`src/rtl/arf_commit_sched.sv`:
```
// Retire-side ARF write sequencer: in-order commit queue, dual-port drain,
// same-register collision squash, p0 filtering, flush and drain hold.
module arf_commit_sched #(
   parameter int AR_SIZE = 6,
   parameter int DATA_W  = 32,
   parameter int QDEPTH  = 8
) (
   input  logic                         clk,
   input  logic                         rstn,
   input  logic                         flush,
   input  logic                         drain_en,
   input  logic [1:0]                   rt_valid,
   input  logic [AR_SIZE-1:0]           rt_addr0,
   input  logic [AR_SIZE-1:0]           rt_addr1,
   input  logic [AR_SIZE-1:0]           rt_old0,
   input  logic [AR_SIZE-1:0]           rt_old1,
   input  logic [DATA_W-1:0]            rt_data0,
   input  logic [DATA_W-1:0]            rt_data1,
   output logic                         rt_ready,
   output logic [AR_SIZE-1:0]           wr_addr1,
   output logic [AR_SIZE-1:0]           wr_addr2,
   output logic [AR_SIZE-1:0]           wr_old1,
   output logic [AR_SIZE-1:0]           wr_old2,
   output logic [DATA_W-1:0]            wr_data1,
   output logic [DATA_W-1:0]            wr_data2,
   output logic                         wr_en,
   output logic [$clog2(QDEPTH):0]      q_count,
   output logic                         q_empty,
   output logic [31:0]                  commit_cnt
);

   localparam int PW = $clog2(QDEPTH);
   localparam int CW = PW + 1;

   logic [AR_SIZE-1:0] addr_mem [QDEPTH];
   logic [AR_SIZE-1:0] old_mem  [QDEPTH];
   logic [DATA_W-1:0]  data_mem [QDEPTH];

   logic [PW-1:0]      wr_ptr_q, wr_ptr_d;
   logic [PW-1:0]      rd_ptr_q, rd_ptr_d;
   logic [CW-1:0]      cnt_q, cnt_d;
   logic [31:0]        commit_q, commit_d;

   logic               wr_en_q, wr_en_d;
   logic [AR_SIZE-1:0] wr_addr1_q, wr_addr1_d;
   logic [AR_SIZE-1:0] wr_addr2_q, wr_addr2_d;
   logic [AR_SIZE-1:0] wr_old1_q, wr_old1_d;
   logic [AR_SIZE-1:0] wr_old2_q, wr_old2_d;
   logic [DATA_W-1:0]  wr_data1_q, wr_data1_d;
   logic [DATA_W-1:0]  wr_data2_q, wr_data2_d;

   logic               push0, push1;
   logic               do_push, do_pop, two_pop, coll;
   logic               we0, we1;
   logic [CW-1:0]      n_push, n_pop;
   logic [PW-1:0]      rd1, wp1;
   logic [AR_SIZE-1:0] e0_addr, e1_addr, e0_old, e1_old;
   logic [DATA_W-1:0]  e0_data, e1_data;
   logic [AR_SIZE-1:0] f_addr, f_old;
   logic [DATA_W-1:0]  f_data;

   // Room for a full retire pair depends only on the registered count.
   assign rt_ready = (cnt_q <= CW'(QDEPTH - 2));

   // Push/pop decisions, pointer/count update and next registered outputs.
   always_comb begin
      push0   = rt_valid[0] && (rt_addr0 != '0);
      push1   = rt_valid[1] && (rt_addr1 != '0);
      do_push = rt_ready && !flush;
      do_pop  = drain_en && !flush && (cnt_q != '0);
      two_pop = (cnt_q >= CW'(2));
      rd1     = rd_ptr_q + PW'(1);
      wp1     = wr_ptr_q + PW'(1);

      e0_addr = addr_mem[rd_ptr_q];
      e0_old  = old_mem[rd_ptr_q];
      e0_data = data_mem[rd_ptr_q];
      e1_addr = addr_mem[rd1];
      e1_old  = old_mem[rd1];
      e1_data = data_mem[rd1];
      coll    = two_pop && (e0_addr == e1_addr);

      // slot1 alone is compacted into the first free entry
      f_addr  = push0 ? rt_addr0 : rt_addr1;
      f_old   = push0 ? rt_old0  : rt_old1;
      f_data  = push0 ? rt_data0 : rt_data1;
      we0     = do_push && (push0 || push1);
      we1     = do_push && push0 && push1;

      n_push  = '0;
      if (do_push)
         n_push = CW'(push0) + CW'(push1);
      n_pop   = '0;
      if (do_pop)
         n_pop = two_pop ? CW'(2) : CW'(1);

      wr_ptr_d = wr_ptr_q + n_push[PW-1:0];
      rd_ptr_d = rd_ptr_q + n_pop[PW-1:0];
      cnt_d    = cnt_q + n_push - n_pop;
      if (flush) begin
         wr_ptr_d = '0;
         rd_ptr_d = '0;
         cnt_d    = '0;
      end

      wr_en_d    = do_pop;
      wr_addr1_d = '0;
      wr_addr2_d = '0;
      wr_old1_d  = wr_old1_q;
      wr_old2_d  = wr_old2_q;
      wr_data1_d = wr_data1_q;
      wr_data2_d = wr_data2_q;
      if (do_pop) begin
         wr_addr1_d = coll ? '0 : e0_addr;
         wr_old1_d  = e0_old;
         wr_data1_d = e0_data;
         wr_addr2_d = two_pop ? e1_addr : '0;
         wr_old2_d  = two_pop ? e1_old  : '0;
         wr_data2_d = two_pop ? e1_data : '0;
      end

      commit_d = commit_q
               + 32'(wr_addr1_d != '0)
               + 32'(wr_addr2_d != '0);
   end

   // Queue storage; contents need no reset since count gates every read.
   always_ff @(posedge clk) begin
      if (we0) begin
         addr_mem[wr_ptr_q] <= f_addr;
         old_mem[wr_ptr_q]  <= f_old;
         data_mem[wr_ptr_q] <= f_data;
      end
      if (we1) begin
         addr_mem[wp1] <= rt_addr1;
         old_mem[wp1]  <= rt_old1;
         data_mem[wp1] <= rt_data1;
      end
   end

   // Pointers, occupancy, counters and registered ARF write outputs.
   always_ff @(posedge clk or negedge rstn) begin
      if (!rstn) begin
         wr_ptr_q   <= '0;
         rd_ptr_q   <= '0;
         cnt_q      <= '0;
         commit_q   <= '0;
         wr_en_q    <= 1'b0;
         wr_addr1_q <= '0;
         wr_addr2_q <= '0;
         wr_old1_q  <= '0;
         wr_old2_q  <= '0;
         wr_data1_q <= '0;
         wr_data2_q <= '0;
      end else begin
         wr_ptr_q   <= wr_ptr_d;
         rd_ptr_q   <= rd_ptr_d;
         cnt_q      <= cnt_d;
         commit_q   <= commit_d;
         wr_en_q    <= wr_en_d;
         wr_addr1_q <= wr_addr1_d;
         wr_addr2_q <= wr_addr2_d;
         wr_old1_q  <= wr_old1_d;
         wr_old2_q  <= wr_old2_d;
         wr_data1_q <= wr_data1_d;
         wr_data2_q <= wr_data2_d;
      end
   end

`ifndef SYNTHESIS
   // Occupancy can never exceed the queue depth.
   always_ff @(posedge clk) begin
      if (rstn)
         assert (cnt_q <= CW'(QDEPTH));
   end
`endif

   assign wr_en      = wr_en_q;
   assign wr_addr1   = wr_addr1_q;
   assign wr_addr2   = wr_addr2_q;
   assign wr_old1    = wr_old1_q;
   assign wr_old2    = wr_old2_q;
   assign wr_data1   = wr_data1_q;
   assign wr_data2   = wr_data2_q;
   assign q_count    = cnt_q;
   assign q_empty    = (cnt_q == '0);
   assign commit_cnt = commit_q;

endmodule

```
`config.mk`:
```
export PLATFORM = sky130hd
export DESIGN_NAME = arf_commit_sched
export DESIGN_NICKNAME = d
export VERILOG_FILES = /design/src/rtl/arf_commit_sched.sv
export SDC_FILE = /design/constraint.sdc
export NUM_CORES = 1
export LEC_CHECK = 0
export CAP_MARGIN = 10
export CORE_UTILIZATION = 53
export DETAILED_ROUTE_END_ITERATION = 6
export PLACE_DENSITY = 0.82
export SLEW_MARGIN = 10
export SYNTH_ARGS = -nofsm -noshare
export SYNTH_HDL_FRONTEND = slang
export SYNTH_SLANG_ARGS = --single-unit
```
`constraint.sdc`:
```
create_clock -name clk -period 4.8 [get_ports clk]
set_input_delay 1.44 -clock clk [delete_from_list [all_inputs] [get_ports clk]]
set_output_delay 1.44 -clock clk [all_outputs]
set_load 0.05 [all_outputs]
```
# Yosys cells after proc, flatten, opt, wreduce, memory -nomap -nowiden
# Memories as Yosys holds them, arrays and structs flattened. A register that Yosys moved wholly into a read port is not among the register bits.
# Cells that the tools add are included.
# totals
ff_bits,93
latch_bits,0
mem_bits_rw,352
romBits,0
inputBits,94
output_inout_bits,127
wordCells,62
n_memories,3
# op_classes
addsub,9
n_mul,0
div_mod_pow,0
n_lt_le_gt_ge,2
n_eq_ne,1
shifts,0
n_mux,19
n_bitwise,0
n_reduce_logical,19
# memory_table
memory,words,word_bits,read_ports,rd_clocked_by_memory_dff,wr,line,rtl
data_mem,8,32,2,1,2,37,logic [DATA_W-1:0] data_mem [QDEPTH];
addr_mem,8,6,2,0,2,35,logic [AR_SIZE-1:0] addr_mem [QDEPTH];
old_mem,8,6,2,1,2,36,logic [AR_SIZE-1:0] old_mem [QDEPTH];
# op_table
op,n
adder 32 x 1 -> 32 bit,2
2-to-1 mux 32 bit,2
2-to-1 mux 6 bit,7
nonzero test 6 bit,4
logical AND 1 bit,9
"adder 3 x 1 -> 3 bit, second input constant",2
adder 3 bit,2
== test 6 bit,1
2-to-1 mux 2 bit,3
2-to-1 mux 3 bit,2
adder 4 bit,1
">= comparator 4 x 2 -> 1 bit, second input constant",1
"less-or-equal comparator 4 x 3 -> 1 bit, second input constant",1
zero test 4 bit,1
2-to-1 mux 1 bit,4
2-to-1 mux 4 bit,1
nonzero test 4 bit,1
subtractor 4 bit,1
zero test 1 bit,3
adder 1 x 1 -> 2 bit,1
logical OR 1 bit,1

# Longest topological paths before layout
# An unclocked memory read counts as a cell.
# depth
ltp_word,9
ltp_mapped,17
mapped_depth_nobuf,15

# Worst setup path after synthesis
# Ideal clock, no wire load.
# synth_path
path_type,input port to flip-flop
from,in rt_addr1[5]
to,"mem addr_mem[3][0], enable pin"
setup_time_ps,506
arrival_ps,5205
required_time_ps,4294
path_slack_ps,-912
stages,4
n_path_buf,1
path_cell_list,clkbuf_1 -> o31a_1 -> nand4_1 -> o21ai_0
# synth_rtl
element,line,rtl
start: declaration,14,"input logic [AR_SIZE-1:0] rt_addr1,"
end: declaration,35,

# Final worst setup path
# layout_path
from,reg rd_ptr_q[1]
to,"reg commit_q[31], in the netlist commit_cnt[31]"
# layout_between
elab_chain_len,9
word_cells_on_any_way,12
cone_classes,add/sub: 3; eq/ne: 1; mux: 4; reduce/logical: 3; memory: 1
# layout_rtl
element,line,rtl
start: declaration,40,"logic [PW-1:0] rd_ptr_q, rd_ptr_d;"
start signal: assignment,157,rd_ptr_q <= rd_ptr_d;
adder 3 x 1 -> 3 bit,72,rd1 = rd_ptr_q + PW'(1);
memory read (8 x 6 bit) (*),--,
== test 6 bit,81,coll = two_pop && (e0_addr == e1_addr);
logical AND 1 bit,81,
2-to-1 mux 6 bit,114,wr_addr1_d = coll ? '0 : e0_addr;
2-to-1 mux 6 bit,113,if (do_pop) begin
nonzero test 6 bit,123,+ 32'(wr_addr1_d != '0)
adder 32 x 1 -> 32 bit,123,
adder 32 x 1 -> 32 bit (*),124,+ 32'(wr_addr2_d != '0);
named net commit_d[31],42,"logic [31:0] commit_q, commit_d;"
end signal: assignment,159,commit_q <= commit_d;
end: declaration,42,
# Mark *: on every way through the listed nets, which the timed path passes. The rest lies on a longest branch.
# A chain may end at the register's enable or synchronous reset.

==> results.md <==
* Outcome: complete, no violations
* Netlist cell types at 51
* Initial Utilization at 53.68%
* Core Rows at 80
* DRT Wirelength at 67450 um
* Critical Path AT at 4830 ps
* Internal power at 0.009681 W
* DRC at 0
* PortBufs at 220
* Rel. slew slack at 29.68%
* #FFs+latches synth at 483
* Post-synth EDFFs at 352
* CP max stage delay at 580 ps
* Worst-path clk slew at 60 ps
* CTS Buffer Depth at 3
* CP Class: flip-flop to flip-flop
* Pins Over Slew Limit at 0
* Vias in the first global route at 16755
* Sink Count at 483
* Sw frac at 35.41%
* Grt ovf at 0
* Die X at 221.9 um
* Initial antenna violation count at 11
* Register Area at 13860 um2
* WP buf/inv at 0
* Die extent in y at 221.9 um
* Pwr/cell area at 489.4 nW/um2
* Yosys warns at 0
* Logic pwr share at 37.7%
* Post-Place Worst Slack at 95.02 ps
* Worst Hold Class: flip-flop to flip-flop
* CP Max Fanout at 25
* Required @ worst endpoint at 5330 ps
* Fmax at 0.2324 GHz
* Syn avg cell area at 15.99 um2
* I/O pin count at 221
* Avg WL per Cell at 27.03 um
* Max cap viols at 0
* Period utilization at 89.65%
* H-tree level count at 2
* FILL cells at 3324
* DR vias at 15856
* Commonest non-fill, non-tap cell in the layout: edfxtp_1
* Clock latency at the later pin of the worst-skew pair at 610 ps
* Final WS setup at 496.7 ps
* Final Util at 64.14%
* Share of cells above drive strength 1 at 35.84%
* 1st-iter DRT viols at 1219
* Inst Count DP at 2394
* Hold Vio Cnt, Final at 0
* Sequential fraction of the synthesis area at 54.03%
* Max VDD drop at 335.6 uV
* Final ANT Viol Nets at 0
* CTS tree: yes
* Sequential Power Share at 36.1%
* Post-DR vias/cell at 6.355
* Largest net degree at the start of global routing at 106
* CP Launch Type: flip-flop
* Final min period at 4303 ps
* P_sw at 0.005308 W
* Layout area overhead at 19.48%
* TritonRoute pass-1 iters at 6
* Final Setup Violations at 0
* Multi-input gate area at 11270 um2
* Hold Buf Count CTS at 0
* Commonest non-fill, non-tap cells in the layout: 352 x edfxtp_1, 329 x mux2_2, 219 x clkdlybuf4s50_1, 172 x mux4_2, 128 x dfrtp_1
* CP cell instances: ha_4, mux2i_1, mux4_2, xor2_1, a211o_1, nor3_2, a311o_1, fa_1, nor2b_1, nand4_1, nor2_1, nand3_1, nor3_1, xor2_1
* Hold slack at 476.8 ps
* Clock network power share at 26.2%
* Cell seen most often among critical-path stages: xor2_1
* Die footprint at 49250 um2
* FFs w/ async S/R, synth at 27.12%
* Non-filler cells, final at 2495
* Leakage at 10.40 nW
* Nets at 1944
* Tightest Pin Transition at 1055 ps
* DP Wirelength at 41340 um
* Root Driver: clkbuf_16
* Mapped Cells at 1603
* CP delay by family, top: simple AND/OR/NAND/NOR gates
* Routability cong. at 0.8778
* Slowest-stage cell, CP: ha_4
* Syn_nets at 1715
* RSZ-0062 raised after global routing: false
* GRT Total Usage at 27.70%
* Skew final at 17.61 ps
* Core area at 47750 um2
* Post CTS Setup Buffer Count at 0
* Synth Cell Area at 25630 um2
* CTS buffer count at 51
* CP endpoint kind: flip-flop
* Most used DFF post-synth: edfxtp_1
* Global-route wire length before repair at 102500 um
* Pwr Total at 0.01499 W
* Post-CTS sizing at 0
[routing by layer]
layer	global-route usage (%)	part of all wire, %
met2	48.26	51
met5	0	0.089
met3	5.301	7.3
met1	34.60	39
met4	9.655	2.7
[power groups by stage]
stage / Sequential [W] / Combinational [W] / Clock (W)
6_report: 0.00541 / 0.00565 / 0.00393
4_1_cts: 0.00542 / 0.00568 / 0.00398
2_1_floorplan: 0.00662 / 0.00271 / 0
3_5_place_dp: 0.00549 / 0.00566 / 0
5_1_grt: 0.00548 / 0.00597 / 0.00412
3_3_place_gp: 0.00547 / 0.00556 / 0
[sequential cells by signal (all words and copies together), names as in the netlist]
signal      cells
addr_mem       48
commit_cnt     32
data_mem      256
old_mem        48
q_count         4
rd_ptr_q        3
wr_addr1        6
wr_addr2        6
wr_data1       32
wr_data2       32
wr_en           1
wr_old1         6
wr_old2         6
wr_ptr_q        3
[layout make-up]
cell class	count	share of cell area, %
clock buffers	71	4.707
well taps	615	2.513
flip-flops and latches	483	45.26
multi-input cells	988	36.80
inverters	23	0.2819
diodes	5	0.04086
repair buffers	285	9.728
clock inverters	25	0.6782
[logic make-up after synthesis]
group | synth area share (%)
multiplexers | 34.72
flip-flops | 54.03
AND/OR/NAND/NOR | 3.285
buffers and inverters | 2.655
AO/OA/AOI/OAI | 2.690
XOR/XNOR | 1.601
adder cells (fa/ha/maj) | 1.025
[worst reg2reg max path, delay by kind of cell (launching register included)]
kind | cells | cell delay, ps
muxes | 2 | 720
and+or+nand+nor | 6 | 1150
DFF | 1 | 500
adders and majority gates | 2 | 1010
xor gates and xnor gates | 2 | 370
AOI/OAI and AO/OA | 2 | 490
[Yosys cell counts (3+ instances only)]
library cell	instances	area, um2
a21oi_2	3	26.28
a21oi_4	3	48.80
and3_1	5	31.28
and4_1	5	43.79
buf_1	11	41.29
buf_2	27	135.1
buf_4	30	225.2
buf_6	5	56.30
clkbuf_1	35	131.4
dfrtp_1	131	3278
edfxtp_1	352	10570
fa_1	5	100.1
ha_1	13	162.7
inv_1	22	82.58
mux2_1	23	259.0
mux2_2	329	3705
mux2i_1	106	1061
mux4_2	172	3874
nand2_1	97	364.1
nand3_1	13	65.06
nand4_1	10	62.56
nor2_1	26	97.59
nor2b_1	10	62.56
nor3_1	9	45.04
o21ai_0	79	395.4
o22a_1	3	26.28
o22ai_1	7	43.79
or4_1	3	22.52
xnor2_1	29	254.0
xor2_1	16	140.1
[worst paths after layout]
path,startpoint,slack [ps],to,cells after the start
max,rd_ptr_q[1]$_DFF_PN0_,500,commit_cnt[31]$_DFF_PN0_,14
min,commit_cnt[31]$_DFF_PN0_,480,commit_cnt[31]$_DFF_PN0_,1
max reg2reg,rd_ptr_q[1]$_DFF_PN0_,500,commit_cnt[31]$_DFF_PN0_,14
min reg2reg,commit_cnt[31]$_DFF_PN0_,480,commit_cnt[31]$_DFF_PN0_,1
max in group asynchronous,rstn,2740,wr_data2[10]$_DFFE_PN0P_,2
min in group asynchronous,rstn,990,commit_cnt[13]$_DFF_PN0_,1
[metrics by stage]
step,area (um2),setup TNS [ps]
6_report,30620,0
5_1_grt,30620,0
4_1_cts,30610,0
3_5_place_dp,28960,0
3_3_place_gp,28960,0
2_1_floorplan,25670,-80220
Power figures use the tool's default switching activity.
